--- config.mk ---
export PLATFORM = sky130hd
export DESIGN_NAME = instr_loader
export DESIGN_NICKNAME = d
export VERILOG_FILES = /design/src/rtl/instr_loader.sv
export SDC_FILE = /design/constraint.sdc
export NUM_CORES = 1
export LEC_CHECK = 0
export ABC_CLOCK_PERIOD_IN_PS = 4200
export CAP_MARGIN = 5
export CORE_UTILIZATION = 53
export DETAILED_ROUTE_END_ITERATION = 12
export GPL_ROUTABILITY_DRIVEN = 0
export GPL_TIMING_DRIVEN = 1
export PLACE_DENSITY_LB_ADDON = 0.12
export SKIP_CTS_REPAIR_TIMING = 1
export SLEW_MARGIN = 20
export SYNTH_ARGS = -nofsm -noshare
export SYNTH_HDL_FRONTEND = slang
export SYNTH_SLANG_ARGS = --single-unit
--- constraint.sdc ---
create_clock -name clock -period 4.2 [get_ports clock]
set_clock_uncertainty 0.05 [all_clocks]
set_input_delay 1.26 -clock clock [delete_from_list [all_inputs] [get_ports clock]]
set_output_delay 1.26 -clock clock [all_outputs]
set_load 0.01 [all_outputs]
--- src/rtl/instr_loader.sv ---
// Program loader: collects little-endian bytes from a host link, writes 32-bit words
// into instruction memory, and holds the core in reset until the image is complete.
module instr_loader #(
    parameter int PC_SIZE = 10
) (
    input  logic               clock,
    input  logic               reset,
    input  logic               start,
    input  logic               abort,
    input  logic [PC_SIZE:0]   word_count,
    input  logic [7:0]         byte_in,
    input  logic               byte_valid,
    output logic               byte_ready,
    output logic               rw,
    output logic [PC_SIZE-1:0] PC_write,
    output logic [31:0]        instruction_in,
    output logic               reset_IF_memory,
    output logic               cpu_reset_n,
    output logic               busy,
    output logic               done,
    output logic               error,
    output logic [2:0]         state_dbg
);

    typedef enum logic [2:0] {
        IDLE  = 3'd0,
        CLEAR = 3'd1,
        RECV  = 3'd2,
        WRITE = 3'd3,
        DONE  = 3'd4
    } state_t;

    // Largest legal count is a full memory image of 2^PC_SIZE words.
    localparam logic [PC_SIZE:0] MAX_WORDS = {1'b1, {PC_SIZE{1'b0}}};

    state_t             state, state_next;
    logic [PC_SIZE:0]   count_q;
    logic [PC_SIZE:0]   addr_q;
    logic [31:0]        word_q;
    logic [1:0]         byte_idx;
    logic               error_q;

    logic               in_busy;
    logic               start_take;
    logic               count_ok;
    logic               byte_take;
    logic               abort_take;
    logic               last_word;

    // Byte link handshake: a byte transfers on a rising edge where byte_valid and
    // byte_ready are both high; the host holds byte_in stable while waiting.
    always_comb begin
        in_busy    = (state == CLEAR) || (state == RECV) || (state == WRITE);
        abort_take = abort && in_busy;
        start_take = start && !abort && ((state == IDLE) || (state == DONE));
        count_ok   = (word_count <= MAX_WORDS);
        byte_take  = (state == RECV) && byte_valid && !abort;
        last_word  = ((addr_q + 1'b1) == count_q);
    end

    always_ff @(posedge clock or negedge reset) begin
        if (!reset) begin
            state <= IDLE;
        end else begin
            state <= state_next;
        end
    end

    always_comb begin
        state_next = state;
        case (state)
            IDLE, DONE: begin
                if (start_take) begin
                    state_next = count_ok ? CLEAR : IDLE;
                end
            end
            CLEAR: begin
                state_next = (count_q == '0) ? DONE : RECV;
            end
            RECV: begin
                if (byte_take && (byte_idx == 2'd3)) begin
                    state_next = WRITE;
                end
            end
            WRITE: begin
                state_next = last_word ? DONE : RECV;
            end
            default: state_next = IDLE;
        endcase
        if (abort_take) begin
            state_next = IDLE;
        end
    end

    always_ff @(posedge clock or negedge reset) begin
        if (!reset) begin
            count_q  <= '0;
            addr_q   <= '0;
            word_q   <= '0;
            byte_idx <= '0;
            error_q  <= 1'b0;
        end else if (abort_take) begin
            // Partial bytes are dropped so a later load starts from a clean word.
            word_q   <= '0;
            byte_idx <= '0;
            error_q  <= 1'b1;
        end else begin
            case (state)
                IDLE, DONE: begin
                    if (start_take) begin
                        if (count_ok) begin
                            count_q <= word_count;
                            error_q <= 1'b0;
                        end else begin
                            error_q <= 1'b1;
                        end
                    end
                end
                CLEAR: begin
                    addr_q   <= '0;
                    word_q   <= '0;
                    byte_idx <= '0;
                end
                RECV: begin
                    if (byte_take) begin
                        word_q[{byte_idx, 3'b000} +: 8] <= byte_in;
                        byte_idx                        <= byte_idx + 2'd1;
                    end
                end
                WRITE: begin
                    addr_q <= addr_q + 1'b1;
                end
                default: ;
            endcase
        end
    end

    // The address register carries one extra bit so a full image never wraps it.
    always_comb begin
        byte_ready      = (state == RECV);
        rw              = (state == WRITE) && !abort;
        PC_write        = addr_q[PC_SIZE-1:0];
        instruction_in  = word_q;
        reset_IF_memory = (state == CLEAR);
        cpu_reset_n     = (state == DONE);
        done            = (state == DONE);
        busy            = in_busy;
        error           = error_q;
        state_dbg       = state;
    end

endmodule

==> out/qor.yml <==
ffs_w_async_s_r_synth_pct: 100
clk_path_buf_depth: 2
placement_rows: 27
clk_transition_reported_paths_ns: 0.07
synth_area_mm2: 0.00310
wl_per_cell_um: 16.3
maxSlewViolCount: 0
slowest_library_cell_on_the_worst_path: "sky130_fd_sc_hd__clkdlybuf4s50_1"
ir_worst_vdd_mv: 0.315
ys.warnings.count: 0
element_type_at_the_critical_path_end: "primary output"
final_net_count: 405
critical_path.top_delay_family: "buffers and inverters"
globalRouteTotalUtil_pct: 26.6
number_of_synthesized_flops_with_an_enable_pin: 0
tritoncts_buffer_count: 9
power-per-cell-area_mw_per_mm2: 391
drc: 0
ys_seq_area_share_pct: 48.4
hold_viol: 0
critPathMaxFanout: 2
finalWorstPathRequiredPeriod_ns: 4.00
whs_ns: 0.434
cts_tree: "built"
dpl.hpwl_mm: 5.22
initialDrtViolationCount: 260
yosys_register_bits: 60
final_antenna_net_count: 0
globalRouteOverflowTotal: 0
postSynthAreaPerCell_um2: 10.2
period_share_pct: 95.1
vias_in_the_first_global_route: 2478
hold_path.class: "flop to flop"
yosys_top_cell_by_area: "sky130_fd_sc_hd__dfrtp_1"
crit_path_start_kind: "primary input"
crit_path_largest_cell_delay_ns: 0.56
fin_tns_setup_ns: 0
drt_first_pass_iters: 5
layout_cell_share_with_drive_strength_beyond_1_pct: 10.8
fmax_ghz: 0.250
via_count: 2641
maxCapViolations: 0
final_common_cell: "sky130_fd_sc_hd__clkdlybuf4s50_1"
synth_top_cell_area_share_pct: 48.4
synthTopCellsByArea: "sky130_fd_sc_hd__dfrtp_1, sky130_fd_sc_hd__a22o_1, sky130_fd_sc_hd__nand2_1"
design.die.area_mm2: 0.00617
effective_utilization_at_floorplan_pct: 55.7
die_width_um: 78.5
number_of_antenna_violations_at_the_first_check_in_global_routing: 0
pin_count_of_the_biggest_net_entering_global_routing: 34
ys_types: 50
outcome: "finished clean"
design.portCount: 76
clock-sinks: 60
finalSetupViolCount: 0
cp_num_buf_inv: 2
slew-limit-headroom_pct: 33.0
worst-slew-pin-transition_ns: 0.998
cts_root_buffer: "sky130_fd_sc_hd__clkbuf_8"
worst-endpoint-arrival_ns: 2.69
worstPathCellList: "clkdlybuf4s50_1, nor2_1, nand2_1, nor2_1, clkdlybuf4s50_1"
die_height_um: 78.5
h-tree-depth: 3
post-route-util_pct: 73.1
routed_via_density: 5.84
port_buffers: 75
layout_common_cells: "sky130_fd_sc_hd__clkdlybuf4s50_1, sky130_fd_sc_hd__dfrtp_1, sky130_fd_sc_hd__nand2_1"
detail_route.wirelength_mm: 7.35
synth_flop_cell: "sky130_fd_sc_hd__dfrtp_1"
required_ns: 2.89
p_leak_nw: 1.71
synth_nets: 333
clkLatencyLatePin_ns: 0.34
grt_pass1_wl_mm: 12.5
crit_type: "primary input to primary output"
antenna_cells: 0
post_synth_inst_count: 303
unrepaired_setup_endpoints_after_global_routing: "false"
std_cell_core_area_mm2: 0.00557
layout-area-overhead-vs-synth_pct: 31.2
registers in the layout, indices dropped and copies added (netlist names):
name and flops:
addr_q 11, byte_idx 2, count_q 11, error 1
instruction_in 32, state_dbg 3
cells in the mapped netlist (2+ instances only):
cell,n
sky130_fd_sc_hd__xnor2_1,5
sky130_fd_sc_hd__clkbuf_1,5
sky130_fd_sc_hd__nand2_1,40
sky130_fd_sc_hd__or4_1,6
sky130_fd_sc_hd__nand2b_1,2
sky130_fd_sc_hd__o21ai_0,26
sky130_fd_sc_hd__o41ai_2,2
sky130_fd_sc_hd__xor2_1,7
sky130_fd_sc_hd__mux2_1,5
sky130_fd_sc_hd__nand3_2,2
sky130_fd_sc_hd__nand3_1,9
sky130_fd_sc_hd__nand4_1,3
sky130_fd_sc_hd__a22o_1,26
sky130_fd_sc_hd__buf_4,13
sky130_fd_sc_hd__buf_2,2
sky130_fd_sc_hd__a21oi_1,6
sky130_fd_sc_hd__inv_1,8
sky130_fd_sc_hd__dfrtp_1,60
sky130_fd_sc_hd__buf_6,2
sky130_fd_sc_hd__mux2i_1,3
sky130_fd_sc_hd__mux2_2,6
sky130_fd_sc_hd__nor3_1,9
sky130_fd_sc_hd__nor4_1,4
sky130_fd_sc_hd__nor2_1,18
sky130_fd_sc_hd__ha_1,6
sky130_fd_sc_hd__o21ai_1,4
worst min-delay path, cell delays in order, from the launching register on:
cell and delay, ns:
sky130_fd_sc_hd__dfrtp_1 0.34, sky130_fd_sc_hd__nand2_1 0.04, sky130_fd_sc_hd__o21ai_0 0.06
final timing paths:
path	slack, ns	start	endpoint	depth (start not counted)
worst max-delay path	0.20	abort	rw	5
worst min-delay path	0.43	instruction_in[0]	instruction_in[0]	2
worst max register to register	1.62	byte_idx[0]	instruction_in[12]	6
worst min register to register	0.43	instruction_in[0]	instruction_in[0]	2
max in group asynchronous	2.32	reset	state_dbg[2]	2
min in group asynchronous	0.94	reset	count_q[0]	1
layer usage:
metal / track usage, % / vias to the layer above / part of all wire (%)
met5: 0 / - / 0
met4: 7.59 / 0 / 0.83
met3: 5.47 / 5 / 5.3
met2: 38.4 / 96 / 45
met1: 40.0 / 1300 / 49
li1: - / 1240 / -
stage by stage:
step | std cells | instance area [µm²] | total power, W | worst slack [ns]
after floorplan | 303 | 3100 | 0.000881 | 1.05
after global placement | 436 | 3850 | 0.00101 | 0.209
after detailed placement | 436 | 3850 | 0.00102 | 0.207
after CTS | 452 | 4070 | 0.00160 | 0.205
after global routing | 452 | 4070 | 0.00167 | 0.127
final | 452 | 4070 | 0.00159 | 0.205
report_power, final:
| group | switching (W) | internal [W] |
|---|---|---|
| logic | 0.000154 | 0.000156 |
| clock network | 0.000247 | 0.000337 |
| registers | 0.0000738 | 0.000626 |
logic make-up after synthesis:
family / after synthesis / synth area share (%)
fa+ha+maj: 6 / 2.42
flops: 60 / 48.4
buf+inv: 30 / 5.76
compound gates: 74 / 16.9
simple gates: 106 / 17.4
xor+xnor: 13 / 4.15
mux: 14 / 4.96
layout make-up:
class                           count  area (µm²)
Inverter                            8        30.0
Clock inverter                      7        98.8
Multi-Input combinational cell    213        1420
Sequential cell                    60        1500
Tap cell                           72        90.1
Clock buffer                        9         124
Timing Repair Buffer               83         806
Fill cell                         423        1500
No activity file was read; power rests on OpenSTA's default activity.
